**src/rtl/lru_wb_cache_pkg.sv**
```systemverilog
// Shared definitions for the LRU write-back cache: controller states and
// the operation codes latched when a request is accepted.
package lru_wb_cache_pkg;

    typedef enum logic [1:0] {
        ST_IDLE  = 2'd0,
        ST_EVICT = 2'd1,
        ST_FILL  = 2'd2
    } state_t;

    typedef enum logic [1:0] {
        OP_RD  = 2'd0,
        OP_WR  = 2'd1,
        OP_INV = 2'd2
    } op_t;

endpackage

```
**src/rtl/lru_match_vector.sv**
```systemverilog
// Tag lookup for the recency stack.
//   tags/valid : stack contents, position 0 = MRU
//   req_tag    : address being looked up
//   hit_vec    : one-hot position of the matching line (tags are unique)
//   shift_down : bit i set when the hit sits at position >= i
//                (positions that move down one slot when the hit is promoted)
//   shift_up   : bit i set when the hit sits at position <= i
//                (positions that pull up one slot when the hit is removed)
//   miss       : no valid line matches
module lru_match_vector #(
    parameter int NUM_LINES = 4,
    parameter int TAG_WIDTH = 30
) (
    input  logic [NUM_LINES-1:0][TAG_WIDTH-1:0] tags,
    input  logic [NUM_LINES-1:0]                valid,
    input  logic [TAG_WIDTH-1:0]                req_tag,
    output logic [NUM_LINES-1:0]                hit_vec,
    output logic [NUM_LINES-1:0]                shift_down,
    output logic [NUM_LINES-1:0]                shift_up,
    output logic                                miss
);

    always_comb begin
        hit_vec = '0;
        for (int i = 0; i < NUM_LINES; i++) begin
            hit_vec[i] = valid[i] && (tags[i] == req_tag);
        end
    end

    always_comb begin
        logic acc_dn;
        logic acc_up;
        shift_down = '0;
        shift_up   = '0;
        acc_dn     = 1'b0;
        acc_up     = 1'b0;
        for (int i = NUM_LINES - 1; i >= 0; i--) begin
            acc_dn        = acc_dn | hit_vec[i];
            shift_down[i] = acc_dn;
        end
        for (int i = 0; i < NUM_LINES; i++) begin
            acc_up      = acc_up | hit_vec[i];
            shift_up[i] = acc_up;
        end
    end

    assign miss = ~|hit_vec;

endmodule

```
**src/rtl/lru_wb_cache.sv**
```systemverilog
// Fully associative write-back cache with true-LRU replacement held as a
// recency-ordered shift stack (position 0 = MRU, NUM_LINES-1 = LRU).
//   clk, rst (async, active low)
//   req_tag, wr_data, RD_, WR_, invalidate : request, accepted while ready
//   ready, done, hit, rd_data              : completion
//   evict_valid/tag/data, evict_ready      : dirty victim writeback
//   fill_req/tag, fill_valid, fill_data    : refill on read miss
//
// state | meaning
// IDLE  | accepting requests; hits, write-misses and invalidates finish here
// EVICT | offering the dirty LRU line to memory
// FILL  | waiting for refill data of a read miss
module lru_wb_cache
    import lru_wb_cache_pkg::*;
#(
    parameter int NUM_LINES   = 4,
    parameter int TAG_WIDTH   = 30,
    parameter int VALUE_WIDTH = 32
) (
    input  logic                   clk,
    input  logic                   rst,
    input  logic [TAG_WIDTH-1:0]   req_tag,
    input  logic [VALUE_WIDTH-1:0] wr_data,
    input  logic                   RD_,
    input  logic                   WR_,
    input  logic                   invalidate,
    output logic                   ready,
    output logic                   done,
    output logic                   hit,
    output logic [VALUE_WIDTH-1:0] rd_data,
    output logic                   evict_valid,
    output logic [TAG_WIDTH-1:0]   evict_tag,
    output logic [VALUE_WIDTH-1:0] evict_data,
    input  logic                   evict_ready,
    output logic                   fill_req,
    output logic [TAG_WIDTH-1:0]   fill_tag,
    input  logic                   fill_valid,
    input  logic [VALUE_WIDTH-1:0] fill_data
);

    localparam int LRU = NUM_LINES - 1;

    state_t state, state_n;
    op_t    op_q, op_n;
    logic [TAG_WIDTH-1:0]   tag_q;
    logic [VALUE_WIDTH-1:0] data_q;
    logic                   latch;

    logic [NUM_LINES-1:0]                  valid_q, valid_n, dirty_q, dirty_n;
    logic [NUM_LINES-1:0][TAG_WIDTH-1:0]   tags_q, tags_n;
    logic [NUM_LINES-1:0][VALUE_WIDTH-1:0] values_q, values_n;

    logic                   done_n, hit_n;
    logic [VALUE_WIDTH-1:0] rd_n;

    logic [NUM_LINES-1:0] hit_vec, shift_down, shift_up;
    logic                 miss;
    logic [VALUE_WIDTH-1:0] hit_value;
    logic                   hit_dirty;

    logic                   do_promote, do_inval, do_install;
    logic [TAG_WIDTH-1:0]   ins_tag;
    logic [VALUE_WIDTH-1:0] ins_value, promote_value;
    logic                   ins_dirty, promote_dirty;
    logic                   lru_dirty;

    lru_match_vector #(
        .NUM_LINES (NUM_LINES),
        .TAG_WIDTH (TAG_WIDTH)
    ) u_match (
        .tags       (tags_q),
        .valid      (valid_q),
        .req_tag    (req_tag),
        .hit_vec    (hit_vec),
        .shift_down (shift_down),
        .shift_up   (shift_up),
        .miss       (miss)
    );

    always_comb begin
        hit_value = '0;
        hit_dirty = 1'b0;
        for (int i = 0; i < NUM_LINES; i++) begin
            if (hit_vec[i]) begin
                hit_value = hit_value | values_q[i];
                hit_dirty = hit_dirty | dirty_q[i];
            end
        end
    end

    assign lru_dirty   = valid_q[LRU] & dirty_q[LRU];
    assign ready       = (state == ST_IDLE);
    assign evict_valid = (state == ST_EVICT);
    assign evict_tag   = evict_valid ? tags_q[LRU]   : '0;
    assign evict_data  = evict_valid ? values_q[LRU] : '0;
    assign fill_req    = (state == ST_FILL);
    assign fill_tag    = fill_req ? tag_q : '0;

    always_comb begin
        state_n       = state;
        op_n          = OP_RD;
        latch         = 1'b0;
        done_n        = 1'b0;
        hit_n         = 1'b0;
        rd_n          = rd_data;
        do_promote    = 1'b0;
        do_inval      = 1'b0;
        do_install    = 1'b0;
        ins_tag       = tag_q;
        ins_value     = data_q;
        ins_dirty     = 1'b1;
        promote_value = hit_value;
        promote_dirty = hit_dirty;
        valid_n       = valid_q;
        dirty_n       = dirty_q;
        tags_n        = tags_q;
        values_n      = values_q;

        case (state)
            ST_IDLE: begin
                if (invalidate) begin
                    latch    = 1'b1;
                    op_n     = OP_INV;
                    done_n   = 1'b1;
                    hit_n    = ~miss;
                    do_inval = ~miss;
                end else if (!WR_) begin
                    latch = 1'b1;
                    op_n  = OP_WR;
                    if (!miss) begin
                        do_promote    = 1'b1;
                        promote_value = wr_data;
                        promote_dirty = 1'b1;
                        done_n        = 1'b1;
                        hit_n         = 1'b1;
                    end else if (lru_dirty) begin
                        state_n = ST_EVICT;
                    end else begin
                        do_install = 1'b1;
                        ins_tag    = req_tag;
                        ins_value  = wr_data;
                        done_n     = 1'b1;
                    end
                end else if (!RD_) begin
                    latch = 1'b1;
                    if (!miss) begin
                        do_promote = 1'b1;
                        rd_n       = hit_value;
                        done_n     = 1'b1;
                        hit_n      = 1'b1;
                    end else if (lru_dirty) begin
                        state_n = ST_EVICT;
                    end else begin
                        state_n = ST_FILL;
                    end
                end
            end
            ST_EVICT: begin
                if (evict_ready) begin
                    if (op_q == OP_WR) begin
                        do_install = 1'b1;
                        done_n     = 1'b1;
                        state_n    = ST_IDLE;
                    end else begin
                        state_n = ST_FILL;
                    end
                end
            end
            ST_FILL: begin
                if (fill_valid) begin
                    do_install = 1'b1;
                    ins_value  = fill_data;
                    ins_dirty  = 1'b0;
                    rd_n       = fill_data;
                    done_n     = 1'b1;
                    state_n    = ST_IDLE;
                end
            end
            default: state_n = ST_IDLE;
        endcase

        // Hit promoted to MRU; everything above it slides down one slot.
        if (do_promote) begin
            for (int i = 1; i < NUM_LINES; i++) begin
                if (shift_down[i]) begin
                    valid_n[i]  = valid_q[i-1];
                    dirty_n[i]  = dirty_q[i-1];
                    tags_n[i]   = tags_q[i-1];
                    values_n[i] = values_q[i-1];
                end
            end
            if (shift_down[0]) begin
                valid_n[0]  = 1'b1;
                dirty_n[0]  = promote_dirty;
                tags_n[0]   = req_tag;
                values_n[0] = promote_value;
            end
        end

        // Removed line closes the gap so valid lines stay contiguous from 0.
        if (do_inval) begin
            for (int i = 0; i < LRU; i++) begin
                if (shift_up[i]) begin
                    valid_n[i]  = valid_q[i+1];
                    dirty_n[i]  = dirty_q[i+1];
                    tags_n[i]   = tags_q[i+1];
                    values_n[i] = values_q[i+1];
                end
            end
            if (shift_up[LRU]) begin
                valid_n[LRU]  = 1'b0;
                dirty_n[LRU]  = 1'b0;
                tags_n[LRU]   = '0;
                values_n[LRU] = '0;
            end
        end

        // Miss: whole stack slides down, the LRU line falls off the end.
        if (do_install) begin
            for (int i = 1; i < NUM_LINES; i++) begin
                valid_n[i]  = valid_q[i-1];
                dirty_n[i]  = dirty_q[i-1];
                tags_n[i]   = tags_q[i-1];
                values_n[i] = values_q[i-1];
            end
            valid_n[0]  = 1'b1;
            dirty_n[0]  = ins_dirty;
            tags_n[0]   = ins_tag;
            values_n[0] = ins_value;
        end
    end

    always_ff @(posedge clk or negedge rst) begin
        if (!rst) begin
            state    <= ST_IDLE;
            op_q     <= OP_RD;
            tag_q    <= '0;
            data_q   <= '0;
            valid_q  <= '0;
            dirty_q  <= '0;
            tags_q   <= '0;
            values_q <= '0;
            done     <= 1'b0;
            hit      <= 1'b0;
            rd_data  <= '0;
        end else begin
            state    <= state_n;
            valid_q  <= valid_n;
            dirty_q  <= dirty_n;
            tags_q   <= tags_n;
            values_q <= values_n;
            done     <= done_n;
            hit      <= hit_n;
            rd_data  <= rd_n;
            if (latch) begin
                op_q   <= op_n;
                tag_q  <= req_tag;
                data_q <= wr_data;
            end
        end
    end

endmodule

```
**config.mk**
```make
export PLATFORM = sky130hd
export DESIGN_NAME = lru_wb_cache
export DESIGN_NICKNAME = d
export VERILOG_FILES = /design/src/rtl/lru_wb_cache_pkg.sv /design/src/rtl/lru_match_vector.sv /design/src/rtl/lru_wb_cache.sv
export SDC_FILE = /design/constraint.sdc
export NUM_CORES = 1
export LEC_CHECK = 0
export ABC_AREA = 1
export CAP_MARGIN = 20
export CORE_UTILIZATION = 25
export DETAILED_ROUTE_END_ITERATION = 8
export GPL_TIMING_DRIVEN = 0
export SLEW_MARGIN = 10
export SYNTH_ARGS = -nofsm -noshare
export SYNTH_HDL_FRONTEND = slang
export SYNTH_SLANG_ARGS = --single-unit
```
**constraint.sdc**
```tcl
create_clock -name clk -period 3.2 [get_ports clk]
set_clock_uncertainty 0.2 [all_clocks]
set_input_delay 0.64 -clock clk [delete_from_list [all_inputs] [get_ports clk]]
set_output_delay 0.64 -clock clk [all_outputs]
set_load 0.05 [all_outputs]
```
# Word level (Yosys, flattened, before mapping)
# Index checks and enable logic that the tools add are counted.
dict set report totals {
  in_bits 101
  output_inout_bits 129
  register_bits 356
}
dict set report classes {
  bitwise_logic 13
  n_reduce_logical 9
  muxes 121
  n_eq_ne 16
}
# operator count
set ops {}
lappend ops {{two-way mux 32 bit} 27}
lappend ops {{two-way mux 30 bit} 15}
lappend ops {{two-way mux 128 bit} 3}
lappend ops {{two-way mux 120 bit} 3}
lappend ops {{one-hot mux 32 bit (2 select lines)} 2}
lappend ops {{equality test 30 bit} 4}
lappend ops {{bitwise OR 32 bit} 3}
lappend ops {{two-way mux 1 bit} 50}
lappend ops {{two-way mux 2 bit} 12}
lappend ops {{two-way mux 4 bit} 6}
lappend ops {{AND reduction 6 bit} 2}
lappend ops {{bitwise OR 1 bit} 9}
lappend ops {{!= test 2 bit (second input constant)} 4}
lappend ops {{!= test 2 x 1 -> 1 bit (second input constant)} 3}
lappend ops {{one-hot mux 1 bit (3 select lines)} 2}
lappend ops {{one-hot mux 2 bit (3 select lines)} 1}
lappend ops {{equality test 2 x 1 -> 1 bit (second input constant)} 2}
lappend ops {{logical AND 1 bit} 4}
lappend ops {{OR reduction 4 bit} 1}
lappend ops {{!= test 3 x 2 -> 1 bit (second input constant)} 1}
lappend ops {{!= test 3 bit (second input constant)} 1}
lappend ops {{equality test 2 bit (second input constant)} 1}
lappend ops {{logical NOT 2 bit} 1}
lappend ops {{nonzero test 2 bit} 1}
lappend ops {{bitwise AND 1 bit} 1}

# Longest topological paths before layout
dict set report logic_depth {
  depth_word 18
  mapped_depth 20
  ltp_nobuf 18
}

# Hierarchy
# Synthesis repeated with hierarchy kept, for this count alone.
dict set report hier_totals {
  hier_cells 4390
  hier_area_um2 26030.0
}
# mod instances area_each_um2 cells_each
set modules_own_cells {}
lappend modules_own_cells {lru_wb_cache 1 23098.4 3681}
lappend modules_own_cells {lru_match_vector 1 2931.6 709}

# Worst setup path before layout
# Ideal clock, no wire load.
dict set report synth_timing {
  path_kind {register to output}
  startpoint {reg state[0]}
  endpoint {out evict_data[0]}
  path_slack_ns -0.200
  arrival_ns 2.560
  path_stages_with_launch 8
  path_buffers 3
  path_cell_list {dfrtp_1 clkbuf_1 inv_2 nor2_1 inv_1 clkbuf_1 clkbuf_1 nor2_1}
}
dict set report synth_between {
  elab_chain_len 2
}
# element line_no
set synth_rtl {}
lappend synth_rtl {{start, declared} lru_wb_cache.sv:43} ;# state_t state, state_n;
lappend synth_rtl {{start signal, assigned} lru_wb_cache.sv:247} ;# state <= state_n;
lappend synth_rtl {{equality test 2 x 1 -> 1 bit} lru_wb_cache.sv:93} ;# assign evict_valid = (state == ST_EVICT);
lappend synth_rtl {{via evict_valid} lru_wb_cache.sv:31} ;# output logic evict_valid,
lappend synth_rtl {{two-way mux 32 bit} lru_wb_cache.sv:95} ;# assign evict_data = evict_valid ? values_q[LRU] : '0;
lappend synth_rtl {{end, declared} lru_wb_cache.sv:33} ;# output logic [VALUE_WIDTH-1:0] evict_data,
# The timed path passes the listed nets, and every way through them passes these cells.

# Final worst setup path
dict set report layout_timing {
  startpoint {reg state[1]}
  endpoint {out evict_data[31]}
}
dict set report layout_between {
  elab_chain_len 2
}
# element line_no
set layout_rtl {}
lappend layout_rtl {{equality test 2 x 1 -> 1 bit} lru_wb_cache.sv:93}
lappend layout_rtl {{two-way mux 32 bit} lru_wb_cache.sv:95}
# No other way between the ends.

==> impl_summary.txt <==
----------------------------------------------------
[Layout]
  Number of cells in the finished layout apart from fillers ... 4827
  Fraction of final layout cells with drive strength greater than 1 ... 0.127
  Post-Layout Inst Area ... 27500 um2
  Area growth from synthesis to layout ... 25.4%
  Layout net count ... 3738

[Logic synthesis]
  Most frequent cell after synthesis ... sky130_fd_sc_hd__nand2_1
  Mean cell area of the mapped netlist ... 6.57 um2
  Cell type with the highest aggregate area in the netlist ... sky130_fd_sc_hd__dfrtp_1
  Sequential-to-total area share from yosys stat ... 0.407
  Most instantiated flip-flop cell in the synthesis netlist ... sky130_fd_sc_hd__dfrtp_1
  Async SR Flop Fraction ... 1.00
  Synthesized netlist net count ... 3438
  Ys Warns ... 0
  Area of the mapped netlist ... 21900 um2
  Leading post-synthesis cells by instance count ... sky130_fd_sc_hd__nand2_1 (1084), sky130_fd_sc_hd__o21ai_0 (428), sky130_fd_sc_hd__nor2_1 (370)
  Area share of the largest cell type after synthesis ... 0.407
  Number of enable flip-flop cells after synthesis ... 0
  Synthesized flop and latch total ... 356
  Count of mapped cells out of synthesis ... 3337
  Leading post-synthesis cells by cell area ... sky130_fd_sc_hd__dfrtp_1 (41%), sky130_fd_sc_hd__nand2_1 (19%), sky130_fd_sc_hd__o21ai_0 (9.8%), sky130_fd_sc_hd__nor2_1 (6.3%), sky130_fd_sc_hd__inv_1 (6.1%)
  Count of cell types in the netlist ... 35

[Timing]
  Final period utilization ... 1.01
  Tightest slew margin relative to the limit ... 0.221
  Transition time at the pin with the least slew margin ... 1.17 ns
  Worst path setup slack after routing ... -0.0338 ns
  Setup repair after global routing missed its margin ... yes
  Final setup violation count ... 1
  Number of hold violations in the final report ... 0
  Final period demand of the worst path ... 3.23 ns
  Final Slew Violations ... 0
  Fmax ... 309 MHz

[Run status]
  Violations in the final reports ... setup timing
  Status ... finished, violations left

[Power]
  Sequential Power Share ... 0.307
  Design internal power ... 13.9 mW
  Static Leakage ... 13.7 nW
  Net load switching power ... 13.7 mW
  Relative contribution of the clock network to total power ... 0.187
  Combinational fraction of design power ... 0.506
  Pwr dens ... 1000 nW/um2
  Largest voltage drop on the vdd net ... 0.497 mV
  Switching share of power ... 0.497

[Placement]
  Dpl cell area ... 25800 um2
  Placed Cells incl. Taps ... 4724
  Minimum setup slack after placement ... -1.78 ns
  Port-buffer cells ... 227
  Post-detailed-placement half-perimeter wirelength ... 81000 um
  Routability cong. ... 0.990

[Route]
  Iteration count of the initial detailed-routing pass ... 6
  Count of nets left with antenna violations after detail routing ... 0
  Detailed Route WL ... 108000 um
  Detailed-route DRC error count ... 0
  Vias after detailed routing ... 24400
  Count of routing violations after the opening detailed-route iteration ... 3043
  Drt via density ... 5.06
  Routed WL per cell ... 22.4 um

[Global route]
  Global-route wire length before repair ... 156000 um
  Maximum number of pins on one net before global-route repair ... 100
  Number of global-route vias before repair ... 22900
  Global Route Usage Sum ... 0.235
  Total gr overflow ... 0
  Antenna violations before repair ... 5

[Critical path]
  Crit path max fanout ... 9
  Critical Path Source Type ... flip-flop
  Capturing element type of the critical path ... output pin
  Arrival time worst endpoint ... 2.39 ns
  Crit path kind ... flip-flop to output pin
  CP Data Required Time ... 2.36 ns

[Clock tree]
  Sink Count ... 356
  Clock latency reported for the late side of the worst-skew pair ... 0.62 ns
  H-tree depth ... 2
  CTS Root Buffer Type ... sky130_fd_sc_hd__clkbuf_16
  Number of buffers on the longest clock path ... 3
  Clock transition at the registers of the reported paths ... 0.06 ns
  Clock tree from TritonCTS ... done
  Clock buffer count from CTS ... 43

[Floorplanning]
  Std cell rows ... 108
  Chip Height ... 298 um
  Initial standard-cell utilization of the core ... 0.253
  I/O pins ... 230
  Core Footprint ... 86800 um2
  Area enclosed by the die boundary ... 88800 um2
  Die X-Extent ... 298 um

[Run]
  Reported max-cap violation count ... 0

[Min path]
  Path type of the worst min-delay path ... input pin to flip-flop

----------------------------------------------------
critical path, stage by stage, from the launching register on:
cell,delay [ns]
sky130_fd_sc_hd__dfrtp_1,0.40
sky130_fd_sc_hd__nor2_2,0.19
sky130_fd_sc_hd__inv_1,0.08
sky130_fd_sc_hd__clkbuf_2,0.14
sky130_fd_sc_hd__buf_12,0.18
sky130_fd_sc_hd__nor2_1,0.37
sky130_fd_sc_hd__clkdlybuf4s15_2,0.44
power by group through the flow:
stage               combinational (mW)  sequential (mW)  clock (mW)
floorplan                         8.14             8.60           0
global placement                  13.4             8.41           0
detailed placement                13.5             8.41           0
CTS                               13.7             8.37        5.20
global route                      15.1             8.69        5.35
finish                            14.0             8.46        5.17
cell type report:
class                      count  area [um2]
tap                         1155        1450
clock inverter                14         211
antenna                        3        7.51
multi-input combinational   2382       10800
clock buffer                  63        1210
sequential                   356        8910
fill                        9590       59300
timing repair buffer         257        2240
buffer                       198        1150
inverter                     399        1510
registers in the layout (all words and copies together), names as in the netlist:
signal and cells:
data_q 32, dirty_q 4, done 1, hit 1
op_q 2, rd_data 32, state 2, tag_q 30
tags_q 120, valid_q 4, values_q 128
cells by family after synthesis:
| logic type | share of synthesized area |
|---|---|
| flip-flops | 0.407 |
| AO/OA/AOI/OAI | 0.201 |
| AND/OR/NAND/NOR | 0.279 |
| XOR/XNOR | 0.00320 |
| buffers and inverters | 0.110 |
per-layer routing:
metal	share of wire	track usage	wire length [um]
met5	0	0	0
met4	0.050	0.111	5410
met3	0.098	0.0451	10600
met2	0.43	0.354	46600
met1	0.42	0.323	45500
what timing repair did:
action,4_1_cts,5_1_grt
gates cloned,2,1
setup buffers,17,5
hold endpoints to repair,95,0
resized for setup,565,173
endpoints found under the setup margin,414,340
hold buffers,1,0
pin swaps,6,7
through the flow:
step / hold WS [ns] / utilization / total power, mW / TNS (ns)
after detailed placement: 0.267 / 0.297 / 21.9 / -476.94
after CTS: 0.280 / 0.317 / 27.2 / 0
after global routing: 0.238 / 0.317 / 29.2 / -1.03
after floorplan: 0.144 / - / 16.7 / 0
after global placement: 0.265 / 0.295 / 21.8 / -6204.29
final: 0.218 / 0.317 / 27.6 / -0.0338
final timing paths:
check	depth (start not counted)	start	slack (ns)	endpoint
max in group asynchronous	4	rst	0.85	tags_q[47]
setup / recovery	6	state[1]	-0.03	evict_data[31]
hold / removal	3	req_tag[17]	0.22	tags_q[17]
min in group asynchronous	2	rst	0.50	data_q[23]
setup reg to reg	19	tags_q[54]	0.01	values_q[53]
hold reg to reg	2	op_q[1]	0.28	op_q[1]
layout by cell type (no fill, tap or decap), drive strengths merged:
master,Yosys,routed
xor2,1,1
nand2,1089,1089
or2,10,10
a21oi,136,136
nor2,380,380
xnor2,7,7
nand3b,2,2
bufbuf,0,1
a22oi,15,15
o21ai,509,510
buf,93,196
dlygate4sd3,0,1
clkinv,3,12
clkdlybuf4s18,0,2
diode,0,3
o211ai,40,40
inv,396,397
dlygate4sd2,0,5
nand3,51,51
dlymetal6s2s,0,1
a221oi,16,16
dfrtp,356,356
bufinv,0,4
nand4,26,26
clkbuf,108,187
a31oi,2,2
nor3,1,1
o22ai,96,96
clkdlybuf4s50,0,103
clkdlybuf4s15,0,22
No activity file was read; power rests on OpenSTA's default activity.
